--- src/rtl/ee354_ssd_pkg.sv ---
// Shared seven-segment constants and types for the EE354 scan controller.
// Segment bytes are {Ca,Cb,Cc,Cd,Ce,Cf,Cg,Dp}, active-low.
package ee354_ssd_pkg;

    localparam logic [7:0] SEG_0     = 8'b00000011;
    localparam logic [7:0] SEG_1     = 8'b10011111;
    localparam logic [7:0] SEG_2     = 8'b00100101;
    localparam logic [7:0] SEG_3     = 8'b00001101;
    localparam logic [7:0] SEG_4     = 8'b10011001;
    localparam logic [7:0] SEG_5     = 8'b01001001;
    localparam logic [7:0] SEG_6     = 8'b01000001;
    localparam logic [7:0] SEG_7     = 8'b00011111;
    localparam logic [7:0] SEG_8     = 8'b00000001;
    localparam logic [7:0] SEG_9     = 8'b00001001;
    localparam logic [7:0] SEG_A     = 8'b00010001;
    localparam logic [7:0] SEG_B     = 8'b11000001;
    localparam logic [7:0] SEG_C     = 8'b01100011;
    localparam logic [7:0] SEG_D     = 8'b10000101;
    localparam logic [7:0] SEG_E     = 8'b01100001;
    localparam logic [7:0] SEG_F     = 8'b01110001;
    localparam logic [7:0] SEG_BLANK = 8'hFF;
    localparam logic [7:0] SEG_DASH  = 8'hFD;

    typedef enum logic {
        CONV_IDLE  = 1'b0,
        CONV_SHIFT = 1'b1
    } conv_state_t;

    function automatic logic [7:0] hex_to_seg(input logic [3:0] nib);
        hex_to_seg = SEG_BLANK;
        case (nib)
            4'h0: hex_to_seg = SEG_0;
            4'h1: hex_to_seg = SEG_1;
            4'h2: hex_to_seg = SEG_2;
            4'h3: hex_to_seg = SEG_3;
            4'h4: hex_to_seg = SEG_4;
            4'h5: hex_to_seg = SEG_5;
            4'h6: hex_to_seg = SEG_6;
            4'h7: hex_to_seg = SEG_7;
            4'h8: hex_to_seg = SEG_8;
            4'h9: hex_to_seg = SEG_9;
            4'hA: hex_to_seg = SEG_A;
            4'hB: hex_to_seg = SEG_B;
            4'hC: hex_to_seg = SEG_C;
            4'hD: hex_to_seg = SEG_D;
            4'hE: hex_to_seg = SEG_E;
            4'hF: hex_to_seg = SEG_F;
            default: hex_to_seg = SEG_BLANK;
        endcase
    endfunction

endpackage

--- src/rtl/ee354_bin2bcd.sv ---
// Sequential binary-to-digit converter: double dabble in decimal mode, plain
// shift in hex mode, one input bit per cycle in both modes.
module ee354_bin2bcd
    import ee354_ssd_pkg::*;
#(
    parameter int BIN_W    = 8,
    parameter int N_DIGITS = 4
) (
    input  logic                  Clk,
    input  logic                  Reset,
    input  logic                  start,
    input  logic [BIN_W-1:0]      value,
    input  logic                  hex_mode,
    output logic                  busy,
    output logic                  done,
    output logic [4*N_DIGITS-1:0] bcd,
    output logic                  ovf
);

    // Accumulator holds every decimal digit BIN_W bits can produce, so overflow
    // is simply "any digit above the displayed ones is nonzero".
    localparam int FULL_D = (BIN_W * 3) / 10 + 1;
    localparam int W_D    = (FULL_D > N_DIGITS) ? FULL_D : N_DIGITS;
    localparam int ACC_W  = 4 * W_D;
    localparam int CNT_W  = $clog2(BIN_W);

    conv_state_t      state_q, state_d;
    logic [CNT_W-1:0] cnt_q, cnt_d;
    logic [ACC_W-1:0] acc_q, acc_d, corr, acc_shift;
    logic [BIN_W-1:0] sh_q, sh_d;
    logic             hex_q, hex_d;
    logic             last;

    // NOTE: every signal driven here gets a default first so no path leaves it unassigned (no latch).
    always_comb begin
        corr = acc_q;
        for (int d = 0; d < W_D; d++) begin
            if (!hex_q && acc_q[4*d +: 4] >= 4'd5) corr[4*d +: 4] = acc_q[4*d +: 4] + 4'd3;
        end
        acc_shift = ACC_W'({corr, sh_q[BIN_W-1]});
        last      = (cnt_q == CNT_W'(BIN_W - 1));

        state_d = state_q;
        cnt_d   = cnt_q;
        acc_d   = acc_q;
        sh_d    = sh_q;
        hex_d   = hex_q;
        case (state_q)
            CONV_IDLE: begin
                if (start) begin
                    state_d = CONV_SHIFT;
                    cnt_d   = '0;
                    acc_d   = '0;
                    sh_d    = value;
                    hex_d   = hex_mode;
                end
            end
            CONV_SHIFT: begin
                acc_d = acc_shift;
                sh_d  = {sh_q[BIN_W-2:0], 1'b0};
                cnt_d = cnt_q + CNT_W'(1);
                if (last) state_d = CONV_IDLE;
            end
            default: state_d = CONV_IDLE;
        endcase
    end

    // NOTE: sequential state uses non-blocking assignments so all registers update together.
    always_ff @(posedge Clk or posedge Reset) begin
        if (Reset) begin
            state_q <= CONV_IDLE;
            cnt_q   <= '0;
            acc_q   <= '0;
            sh_q    <= '0;
            hex_q   <= 1'b0;
        end else begin
            state_q <= state_d;
            cnt_q   <= cnt_d;
            acc_q   <= acc_d;
            sh_q    <= sh_d;
            hex_q   <= hex_d;
        end
    end

    assign busy = (state_q == CONV_SHIFT);
    assign done = busy && last;
    assign bcd  = acc_shift[4*N_DIGITS-1:0];

    generate
        if (W_D > N_DIGITS) begin : g_ovf
            assign ovf = |acc_shift[ACC_W-1:4*N_DIGITS];
        end else begin : g_no_ovf
            assign ovf = 1'b0;
        end
    endgenerate

endmodule

--- src/rtl/ee354_ssd_scan_ctrl.sv ---
// Multiplexed seven-segment scan controller: converts a loaded binary value to
// decimal or hex digits and scans them with blanking, blinking and dashes.
module ee354_ssd_scan_ctrl
    import ee354_ssd_pkg::*;
#(
    parameter int N_DIGITS  = 4,
    parameter int BIN_W     = 8,
    parameter int SCAN_DIV  = 18,
    parameter int BLINK_DIV = 24
) (
    input  logic                Clk,
    input  logic                Reset,
    input  logic [BIN_W-1:0]    Value,
    input  logic                Load,
    input  logic                Hex_Mode,
    input  logic                Blank_Lz,
    input  logic                Blink,
    input  logic [N_DIGITS-1:0] Dp_Mask,
    output logic                Busy,
    output logic                Overflow,
    output logic [7:0]          An,
    output logic [7:0]          Cath
);

    localparam int BLK_W = BLINK_DIV + 1;

    logic [SCAN_DIV-1:0]   presc_q;
    logic [2:0]            idx_q;
    logic [BLK_W-1:0]      blink_q;
    logic [4*N_DIGITS-1:0] disp_q;
    logic                  ovf_q;
    logic [7:0]            an_q, cath_q, an_d, cath_d;
    logic                  conv_done, conv_ovf;
    logic [4*N_DIGITS-1:0] conv_bcd;

    logic [31:0] digs_ext;
    logic [7:0]  dp_ext;
    logic [3:0]  digit [8];
    logic        upper_nz, blank;

    ee354_bin2bcd #(.BIN_W(BIN_W), .N_DIGITS(N_DIGITS)) u_bin2bcd (
        .Clk      (Clk),
        .Reset    (Reset),
        .start    (Load),
        .value    (Value),
        .hex_mode (Hex_Mode),
        .busy     (Busy),
        .done     (conv_done),
        .bcd      (conv_bcd),
        .ovf      (conv_ovf)
    );

    always_comb begin
        digs_ext = '0;
        digs_ext[4*N_DIGITS-1:0] = disp_q;
        dp_ext = '0;
        dp_ext[N_DIGITS-1:0] = Dp_Mask;
        for (int k = 0; k < 8; k++) digit[k] = digs_ext[4*k +: 4];

        // Leading-zero test: this digit and everything to its left are zero.
        upper_nz = 1'b0;
        for (int k = 0; k < 8; k++) begin
            if (k >= int'(idx_q) && digit[k] != 4'd0) upper_nz = 1'b1;
        end
        blank = Blank_Lz && (idx_q != 3'd0) && !upper_nz;

        if (ovf_q)      cath_d = SEG_DASH;
        else if (blank) cath_d = SEG_BLANK;
        else            cath_d = hex_to_seg(digit[idx_q]);
        if (dp_ext[idx_q]) cath_d[0] = 1'b0;

        an_d = 8'hFF;
        if (!(Blink && !blink_q[BLINK_DIV])) an_d[idx_q] = 1'b0;
    end

    always_ff @(posedge Clk or posedge Reset) begin
        if (Reset) begin
            presc_q <= '0;
            idx_q   <= 3'd0;
            blink_q <= '0;
            disp_q  <= '0;
            ovf_q   <= 1'b0;
            an_q    <= 8'hFF;
            cath_q  <= 8'hFF;
        end else begin
            presc_q <= presc_q + SCAN_DIV'(1);
            blink_q <= blink_q + BLK_W'(1);
            if (&presc_q) idx_q <= (idx_q == 3'(N_DIGITS - 1)) ? 3'd0 : idx_q + 3'd1;
            if (conv_done) begin
                disp_q <= conv_bcd;
                ovf_q  <= conv_ovf;
            end
            an_q   <= an_d;
            cath_q <= cath_d;
        end
    end

    assign Overflow = ovf_q;
    assign An       = an_q;
    assign Cath     = cath_q;

endmodule

--- config.mk ---
export PLATFORM = sky130hd
export DESIGN_NAME = ee354_ssd_scan_ctrl
export DESIGN_NICKNAME = d
export VERILOG_FILES = /design/src/rtl/ee354_ssd_pkg.sv /design/src/rtl/ee354_bin2bcd.sv /design/src/rtl/ee354_ssd_scan_ctrl.sv
export SDC_FILE = /design/constraint.sdc
export NUM_CORES = 1
export LEC_CHECK = 0
export BUFFER_PORTS_ARGS = -buffer_cell sky130_fd_sc_hd__buf_4
export CAP_MARGIN = 20
export CORE_UTILIZATION = 50
export DETAILED_ROUTE_END_ITERATION = 8
export PLACE_DENSITY_LB_ADDON = 0.12
export SYNTH_ARGS = -nofsm -noshare
export SYNTH_HDL_FRONTEND = slang
export SYNTH_HIERARCHICAL = 1
export SYNTH_SLANG_ARGS = --single-unit
--- constraint.sdc ---
create_clock -name Clk -period 5.85 [get_ports Clk]
set_input_delay 1.17 -clock Clk [delete_from_list [all_inputs] [get_ports Clk]]
set_output_delay 1.17 -clock Clk [all_outputs]
set_load 0.01 [all_outputs]
==> results.yml, run 1 <==
outcome:
  status: "completed"
clock_tree:
  post_cts_buffers: 0
  clk_pin_slew_ns: 0.10
  cts_buffer_depth: 2
  clock_latency_ns: 0.38
  cts_num_sinks: 108
  h-tree-depth: 3
  root_buffer: "clkbuf_8"
  cts_tree: "done"
  cts_buffers: 9
  cts_resized: 0
  postCtsHoldBufs: 0
worst_setup_path:
  max_stage_delay_ns: 0.80
  reg2reg_slack_ns: 3.45
  critPathArrivalTime_ns: 1.42
  critical_path_class: "register to output pin"
  crit_cells: 1
  path_buf_inv: 1
  start_kind: "register"
  worstSetupStartpoint: "u_bin2bcd/busy"
  worst_r2r_endpoint: "Cath[7]"
  slowest_stage: "dfrtp_1"
  worstPathRequired_ns: 4.68
  worstPathCellList: "buf_4"
  ff2ff_path_depth: 7
  worstSetupEndpointType: "output pin"
  cp_max_fo: 27
  r2r-start: "idx_q[0]"
  cp_top_family: "flip-flops"
sta:
  rsz0062_at_grt: "no"
  period_needed_ns: 2.587
  tns_ns: 0
  worst_slew_pin_slew_ns: 0.9563
  max_freq_ghz: 0.3865
  setup_violations: 0
  finClkSkew_ns: 0.008229
  hold_viol_final: 0
  relSlewSlack_pct: 36.25
  maxSlewViolCount: 0
  fin_crit_sh_pct: 44.23
worst_hold_path:
  hp-class: "register to register"
  hp-start: "blink_q[0]"
  holdPathStages: 1
  worstHoldEndpoint: "blink_q[0]"
placement:
  io_buffers: 35
  routabilityCongestion: 0.8056
  dp.cells: 643
  dp.final_hpwl_um: 6400
floorplan:
  chipHeight_um: 107.5
  core-area_sq_um: 10840
  die_w_um: 107.5
  pin_count: 36
  die_area_sq_um: 11550
  rows: 38
  initial_utilization_pct: 51.32
synth:
  synth_cell_type_count: 64
  ys_ff_latch: 108
  synth-seq-area-share_pct: 48.94
  synth_nets: 526
  netlist_area_sq_um: 5563
  synth-main-ff-cell: "dfrtp_1"
  postSynthAreaPerCell_sq_um: 11.40
  yosysWarnings: 6
  synth-edff-count: 0
  synth_cells: 488
  async_flop_share_pct: 100.0
power:
  switching_power_w: 0.0008526
  pwr-share-clk_pct: 19.1
  p_leak_nw: 2.747
  power.density_nw_per_um2: 400.2
  power.internal_w: 0.001590
  peakVddDrop_mv: 0.2300
  pwr-share-comb_pct: 36.1
  seqPwrFrac_pct: 44.8
  switching_share_pct: 34.90
grt:
  grt_overflow: 0
  grt_antenna_before_repair: 0
  grt_max_degree: 80
  grt_pass1_wl_um: 16610
  grt_use_total_pct: 18.37
  grt_pass1_vias: 3486
cells_and_area:
  area_growth_pct: 9.739
  drive_gt1_share_pct: 22.35
  finalNonFillerCells: 659
  nets: 552
  num-fill-cells: 938
  num_antenna_cells: 0
detailed_routing:
  via_per_inst: 5.422
  drcViolationCount: 0
  antenna_left: 0
  drtIter0Drc: 161
  drt_wl_total_um: 9334
  vias: 3573
  drt_pass1_iterations: 4
  avgRoutedWirePerCell_um: 14.16
run:
  maxCapViolCount: 0
through the flow:
stage,utilization [%],setup WS (ns),area (sq um),power [W],hold slack [ns]
after floorplan,-,2.683,5563,0.001791,0.4344
after global placement,54.36,3.424,5893,0.001965,0.4531
after detailed placement,54.36,3.328,5893,0.001996,0.4566
after CTS,56.31,3.214,6105,0.002477,0.4747
after global routing,56.31,3.113,6105,0.002641,0.4852
final,56.31,3.263,6105,0.002443,0.4683
kinds of logic (layout without fill, tap and decap cells):
group / count (synthesis) / after routing / share of synthesized area, %
and+or+nand+nor: 158 / 158 / 17.34
DFF: 108 / 108 / 48.94
AOI/OAI and AO/OA: 73 / 73 / 9.987
xor gates and xnor gates: 48 / 48 / 7.557
buffers and inverters: 43 / 74 / 3.688
muxes: 37 / 37 / 7.917
adders and majority gates: 20 / 20 / 4.498
other: 1 / 1 / 0.06741
cells in the mapped netlist (4+ instances only):
| cell type | number | share of area (%) |
|---|---|---|
| buf_4 | 6 | 0.81 |
| nand4_1 | 6 | 0.67 |
| a21o_1 | 4 | 0.54 |
| or4b_1 | 10 | 1.8 |
| a21oi_1 | 5 | 0.45 |
| o311ai_0 | 7 | 1.1 |
| o211ai_1 | 8 | 1.1 |
| inv_1 | 20 | 1.3 |
| nand2b_1 | 8 | 0.90 |
| ha_1 | 20 | 4.5 |
| nor3b_1 | 7 | 0.94 |
| nor4_1 | 4 | 0.45 |
| buf_2 | 11 | 0.99 |
| and2_1 | 4 | 0.45 |
| nand2_1 | 40 | 2.7 |
| o21ai_0 | 25 | 2.2 |
| and4_1 | 4 | 0.63 |
| and3_1 | 7 | 0.79 |
| nand3_1 | 21 | 1.9 |
| xnor2_1 | 29 | 4.6 |
| mux2_2 | 19 | 3.8 |
| a311o_1 | 4 | 0.72 |
| xor2_1 | 19 | 3.0 |
| mux2i_1 | 14 | 2.5 |
| clkbuf_1 | 4 | 0.27 |
| dfrtp_1 | 92 | 41 |
| nor2_1 | 19 | 1.3 |
| dfstp_2 | 16 | 7.6 |
| nor3_1 | 8 | 0.72 |
area by class of cell:
| type | count | area (sq um) | area share (%) |
|---|---|---|---|
| sequential | 108 | 2723 | 44.60 |
| multi-input combinational | 337 | 2635 | 43.16 |
| timing repair buffer | 38 | 285.3 | 4.673 |
| tap | 140 | 175.2 | 2.869 |
| clock buffer | 11 | 151.4 | 2.480 |
| inverter | 20 | 75.07 | 1.230 |
| clock inverter | 5 | 60.06 | 0.9838 |
sequential cells by signal, summed over array words and instances, names as in the netlist:
register         count
u_bin2bcd/busy       1
u_bin2bcd/acc_q     16
presc_q             18
An                   8
idx_q                3
Cath                 8
u_bin2bcd/sh_q       8
u_bin2bcd/hex_q      1
u_bin2bcd/cnt_q      3
blink_q             25
Overflow             1
disp_q              16
metal layers:
layer  track usage (%)  vias to the layer above  routed length (um)
li1                  -                     1784                   -
met2             28.07                       63                4213
met5                 0                        -                   0
met3             5.872                        5                 388
met1             25.39                     1721                4661
met4             4.403                        0                  70
worst max path at each step:
| stage | to | slack (ns) |
|---|---|---|
| after global routing | Busy | 3.11 |
| after global placement | Cath[5] | 3.42 |
| after floorplan | Overflow | 2.68 |
| after CTS | Busy | 3.21 |
| final | Busy | 3.26 |
| after detailed placement | Cath[5] | 3.33 |
worst register-to-register path: cells and delay by family (launching register included):
kind                       cells  cell delay, ns
DFF                            1            0.66
muxes                          1            0.57
adders and majority gates      1            0.22
buffers and inverters          1            0.11
and+or+nand+nor                3            0.69
AOI/OAI and AO/OA              1            0.07
power by group through the flow:
stage | clock (W) | sequential (W) | combinational, W
after CTS | 0.000492 | 0.00110 | 0.000889
after detailed placement | 0 | 0.00111 | 0.000884
after floorplan | 0 | 0.00104 | 0.000749
after global routing | 0.000521 | 0.00112 | 0.000996
after global placement | 0 | 0.00110 | 0.000860
final | 0.000468 | 0.00109 | 0.000882
cell usage in the layout (no fill, tap or decap), drive strengths merged, types with 11 or more instances in the layout:
cell type  synthesis  layout
o21ai             25      25
mux2              20      20
dfstp             16      16
ha                20      20
nand2             41      41
inv               20      20
clkbuf             4      11
mux2i             14      14
nor2              20      20
xor2              19      19
buf               19      38
dfrtp             92      92
nand3             24      24
xnor2             29      29
Power figures use the tool's default switching activity.
==> run 2: changes to the inputs <==
- clock period: 5.85 -> 2.4 ns (I/O delays scaled with it)
==> run 2 against run 1 <==
Compared with the run above: final cell count rose by 1.2%; wire length increased by 4.1%; first-iteration DRC count up 37%; setup slack got worse by 2.9 ns; power increased by 150%; register-to-register slack worse by 3.0 ns; critical path depth is 6 higher; via count increased by 2.3%; non-clock buffer count is 8 higher; combinational power grew to 2.5 times the previous value; critical path type is now register to register; largest power group unchanged; highest routed layer unchanged.
==> results.yml, run 2 (same netlist as run 1, synthesis figures left out) <==
clock_tree:
  cts_resized: 0
  root_buffer: "clkbuf_8"
  post_cts_buffers: 0
  postCtsHoldBufs: 0
  cts_tree: "done"
  cts_buffers: 9
  clk_pin_slew_ns: 0.11
  clock_latency_ns: 0.39
  cts_buffer_depth: 2
  cts_num_sinks: 108
  h-tree-depth: 3
cells_and_area:
  final_cell_mix: "dfrtp_1, buf_4, nand2_1, xnor2_1, o21ai_0"
  multi_input_area_sq_um: 2635
  nets: 560
  regMostFlops: "blink_q"
  reg_top3: "blink_q: 25 flops, presc_q: 18 flops"
  drive_gt1_share_pct: 23.34
  ff_latch_area_sq_um: 2723
  num-fill-cells: 911
  area_growth_pct: 11.02
  layout_commonest_cell: "dfrtp_1"
  largest_reg_flops: 25
  num_antenna_cells: 0
power:
  peakVddDrop_mv: 0.5501
  seqPwrFrac_pct: 43.4
  pwr-share-clk_pct: 19.4
  pwr-share-comb_pct: 37.1
  switching_share_pct: 35.80
  power.density_nw_per_um2: 977.7
  power.internal_w: 0.003876
  switching_power_w: 0.002162
  p_leak_nw: 2.788
floorplan:
  initial_utilization_pct: 51.32
  die_area_sq_um: 11550
  core-area_sq_um: 10840
  rows: 38
  chipHeight_um: 107.5
  pin_count: 36
  die_w_um: 107.5
sta:
  worst_slew_pin_slew_ns: 0.5529
  hold_viol_final: 0
  finClkSkew_ns: 0.01359
  setup_violations: 0
  relSlewSlack_pct: 63.06
  fin_crit_sh_pct: 82.98
  max_freq_ghz: 0.5021
  maxSlewViolCount: 0
  rsz0062_at_grt: "no"
  period_needed_ns: 1.992
  fin_hold_ws_ns: 0.1405
  tns_ns: 0
worst_setup_path:
  worst_r2r_endpoint: "Cath[7]"
  worstSetupEndpointType: "register"
  r2r-start: "idx_q[0]"
  cp_max_fo: 7
  start_kind: "register"
  critPathArrivalTime_ns: 2.30
  critical_path_class: "register to register"
  reg2reg_slack_ns: 0.41
  worstPathRequired_ns: 2.71
  ff2ff_path_depth: 7
placement:
  dp.final_hpwl_um: 6780
  routabilityCongestion: 0.7836
  io_buffers: 35
grt:
  grt_pass1_vias: 3582
  grt_use_total_pct: 18.68
  grt_overflow: 0
  grt_max_degree: 56
  grt_antenna_before_repair: 0
  grt_pass1_wl_um: 16930
worst_hold_path:
  hp-class: "input pin to asynchronous set/reset pin"
detailed_routing:
  drcViolationCount: 0
  drtIter0Drc: 220
  vias: 3655
  drt_pass1_iterations: 4
  drt_wl_total_um: 9720
  via_per_inst: 5.480
  avgRoutedWirePerCell_um: 14.57
  antenna_left: 0
outcome:
  status: "completed"
run:
  maxCapViolCount: 0
==> run 2: changes by cell type in the layout (fill, tap and decap cells not counted), sizes merged <==
cell    previous run  this run
buf               38        46
clkbuf            11        10
clkinv             3         1
inv               20        23
==> run 2: layer usage <==
layer / vias up / routed length, um / GRT usage, %
met5: - / 0 / 0
met4: 0 / 150 / 6.751
met3: 12 / 343 / 3.874
met2: 61 / 4329 / 29.30
met1: 1786 / 4897 / 25.58
li1: 1796 / - / -
==> run 2: worst max-delay path by stage <==
stage / startpoint / end / slack, ns / cells past startpoint
2_1_floorplan: u_bin2bcd/busy / Overflow / 0.33 / 6
3_3_place_gp: idx_q[0] / Cath[7] / 0.45 / 7
3_5_place_dp: idx_q[0] / Cath[7] / 0.42 / 7
4_1_cts: idx_q[0] / Cath[7] / 0.41 / 7
5_1_grt: idx_q[0] / Cath[4] / 0.28 / 7
6_report: idx_q[0] / Cath[7] / 0.41 / 7
==> run 2: area by class of cell <==
cell class,count,share of cell area [%]
Timing Repair Buffer,46,5.794
Clock inverter,6,1.276
Tap cell,140,2.836
Inverter,20,1.276
Sequential cell,108,44.08
Clock buffer,10,2.066
Multi-Input combinational cell,337,42.67
==> run 2: worst max-delay path, cell delays in order (launching register included) <==
cell      delay, ns
dfrtp_1        0.38
mux4_2         0.50
nand2b_1       0.22
inv_1          0.10
ha_1           0.21
or3_1          0.38
o221ai_2       0.06
nand2_1        0.07
==> run 2: power groups by stage <==
stage | Clock, W | Combinational, W | Sequential (W)
2_1_floorplan | 0 | 0.00183 | 0.00254
3_3_place_gp | 0 | 0.00219 | 0.00264
3_5_place_dp | 0 | 0.00224 | 0.00266
4_1_cts | 0.00121 | 0.00225 | 0.00262
5_1_grt | 0.00127 | 0.00252 | 0.00269
6_report | 0.00117 | 0.00224 | 0.00262
==> run 2: metrics by stage <==
stage | cells | util (%) | area [sq um] | setup slack (ns) | power [W]
after floorplan | 488 | - | 5567 | 0.3297 | 0.004365
after global placement | 651 | 55.07 | 5969 | 0.4478 | 0.004834
after detailed placement | 651 | 55.07 | 5969 | 0.4155 | 0.004896
after CTS | 667 | 56.97 | 6176 | 0.4063 | 0.006088
after global routing | 667 | 56.97 | 6176 | 0.2805 | 0.006485
final | 667 | 56.97 | 6176 | 0.4084 | 0.006038
==> run 3: changes to the inputs <==
- clock period: 2.4 -> 1.8 ns (I/O delays scaled with it)
==> run 3 against run 2 <==
Compared with the run above: the flow now finishes with violations (setup timing); critical endpoint unchanged; die area unchanged; global-route usage down 0.16 points; largest cell class unchanged; utilization grew 2.8 points; clock power increased by 28%; cell area is 4.9% higher; combinational power is 50% higher; clock-buffer cell count is 1 higher; setup slack worse by 0.42 ns; clock skew is essentially flat; power is 38% higher; register-to-register slack got worse by 0.42 ns.
==> results.yml, run 3 (same netlist as run 1, synthesis figures left out) <==
outcome:
  status: "complete, but fails checks"
  violations: "setup timing"
power:
  pwr-share-comb_pct: 40.2
  power.density_nw_per_um2: 1289
  power.internal_w: 0.005444
  pwr-share-clk_pct: 18.0
  p_leak_nw: 2.940
  switching_power_w: 0.002905
  switching_share_pct: 34.79
  seqPwrFrac_pct: 41.8
  peakVddDrop_mv: 0.8815
cells_and_area:
  reg_top3: "blink_q: 25 flops, presc_q: 18 flops"
  drive_gt1_share_pct: 29.60
  layout_commonest_cell: "dfrtp_1"
  largest_reg_flops: 25
  regMostFlops: "blink_q"
  num_antenna_cells: 0
  nets: 587
  finalNonFillerCells: 694
  stdcell_area_sq_um: 6476
  area_growth_pct: 16.42
  final_cell_mix: "dfrtp_1, buf_4, nand2_1, xnor2_1, o21ai_0"
  num-fill-cells: 927
detailed_routing:
  via_per_inst: 5.390
  wl_met2_um: 4537
  wl_met1_um: 4671
  antenna_left: 0
  avgRoutedWirePerCell_um: 13.97
  vias: 3741
  highest_layer: "met4"
  drtIter0Drc: 169
  drcViolationCount: 0
  wl_met3_um: 381
  drt_pass1_iterations: 4
  drt_wl_total_um: 9692
placement:
  dp.cells: 669
  routabilityCongestion: 0.8369
  pre_cts_slack_ns: -0.02371
  io_buffers: 35
  place_area_sq_um: 6146
  dp.final_hpwl_um: 6765
sta:
  worst_slack_ns: -0.008357
  tns_ns: -0.008357
  setup_violations: 1
  fin_crit_sh_pct: 100.5
  period_needed_ns: 1.808
  maxSlewViolCount: 0
  hold_viol_final: 0
  max_freq_ghz: 0.5530
  rsz0062_at_grt: "yes"
  finClkSkew_ns: 0.01317
clock_tree:
  cts_buffers: 9
  cts_buffer_depth: 2
  clk_pin_slew_ns: 0.10
  clock_latency_ns: 0.38
  cts_tree: "done"
  cts_num_sinks: 108
  root_buffer: "clkbuf_8"
  h-tree-depth: 3
floorplan:
  initial_utilization_pct: 51.32
  pin_count: 36
  rows: 38
  die_w_um: 107.5
  core-area_sq_um: 10840
  chipHeight_um: 107.5
  die_area_sq_um: 11550
worst_setup_path:
  critPathArrivalTime_ns: 2.12
  cp_max_fo: 3
  worstPathRequired_ns: 2.11
  worstSetupEndpointType: "register"
  critical_path_class: "register to register"
  start_kind: "register"
grt:
  grt_max_degree: 57
  grt_use_total_pct: 18.51
  grt_pass1_vias: 3657
  grt_antenna_before_repair: 0
  grt_pass1_wl_um: 16860
  grt_overflow: 0
run:
  maxCapViolCount: 0
worst_hold_path:
  hp-class: "input pin to register"
[run 3: critical path, cell delays in order (launching register included)]
cell and delay, ns:
dfrtp_1 0.40, mux4_2 0.55, nand2b_4 0.11, inv_4 0.04, ha_4 0.14, or3_4 0.37
o221ai_2 0.06, nand2_1 0.06
[run 3: metal layers]
metal  track usage, %  up-vias
met5                0        -
met4            4.990        0
met3            5.327        8
met2            30.27       59
met1            23.99     1828
li1                 -     1846
[run 3: timing repair]
item / 4_1_cts / 5_1_grt
hold buffers: 1 / 0
pin swaps: 0 / 6
cloned: 0 / 0
hold endpoints to repair: 10 / 0
gates resized for setup: 4 / 13
endpoints found under the setup margin: 5 / 15
setup buffers: 0 / 8
[run 3: power groups by stage]
| stage | sequential [W] | clock, W | combinational (W) |
|---|---|---|---|
| after floorplan | 0.00339 | 0 | 0.00247 |
| after global placement | 0.00352 | 0 | 0.00314 |
| after detailed placement | 0.00353 | 0 | 0.00322 |
| after CTS | 0.00349 | 0.00156 | 0.00325 |
| after global routing | 0.00358 | 0.00165 | 0.00374 |
| final | 0.00349 | 0.00150 | 0.00336 |
[run 3: path summary, 6_finish.rpt]
| check | startpoint | endpoint | slack (ns) | depth (start not counted) |
|---|---|---|---|---|
| max | idx_q[0] | Cath[7] | -0.008 | 7 |
| min | Hex_Mode | u_bin2bcd/hex_q | 0.21 | 2 |
| max reg2reg | idx_q[0] | Cath[7] | -0.008 | 7 |
| min reg2reg | blink_q[8] | blink_q[8] | 0.47 | 1 |
| max in group asynchronous | Reset | Cath[4] | 0.71 | 4 |
| min in group asynchronous | Reset | presc_q[0] | 0.48 | 3 |
[run 3: layout make-up]
class | instances | area [sq um] | share of cell area, %
clock inverters | 5 | 57.56 | 0.8887
flip-flops and latches | 108 | 2723 | 42.04
inverters | 20 | 81.33 | 1.256
multi-input cells | 337 | 2706 | 41.79
well taps | 140 | 175.2 | 2.705
clock buffers | 11 | 141.4 | 2.183
repair buffers | 73 | 591.8 | 9.138
[run 3: through the flow]
step                power (W)  hold slack, ns  utilization (%)
finish               0.008350          0.2051            59.74
global route         0.008967          0.1910            59.74
detailed placement   0.006754          0.3434            56.69
floorplan            0.005852          0.4344                -
CTS                  0.008300          0.1778            58.76
global placement     0.006666          0.3379            56.69
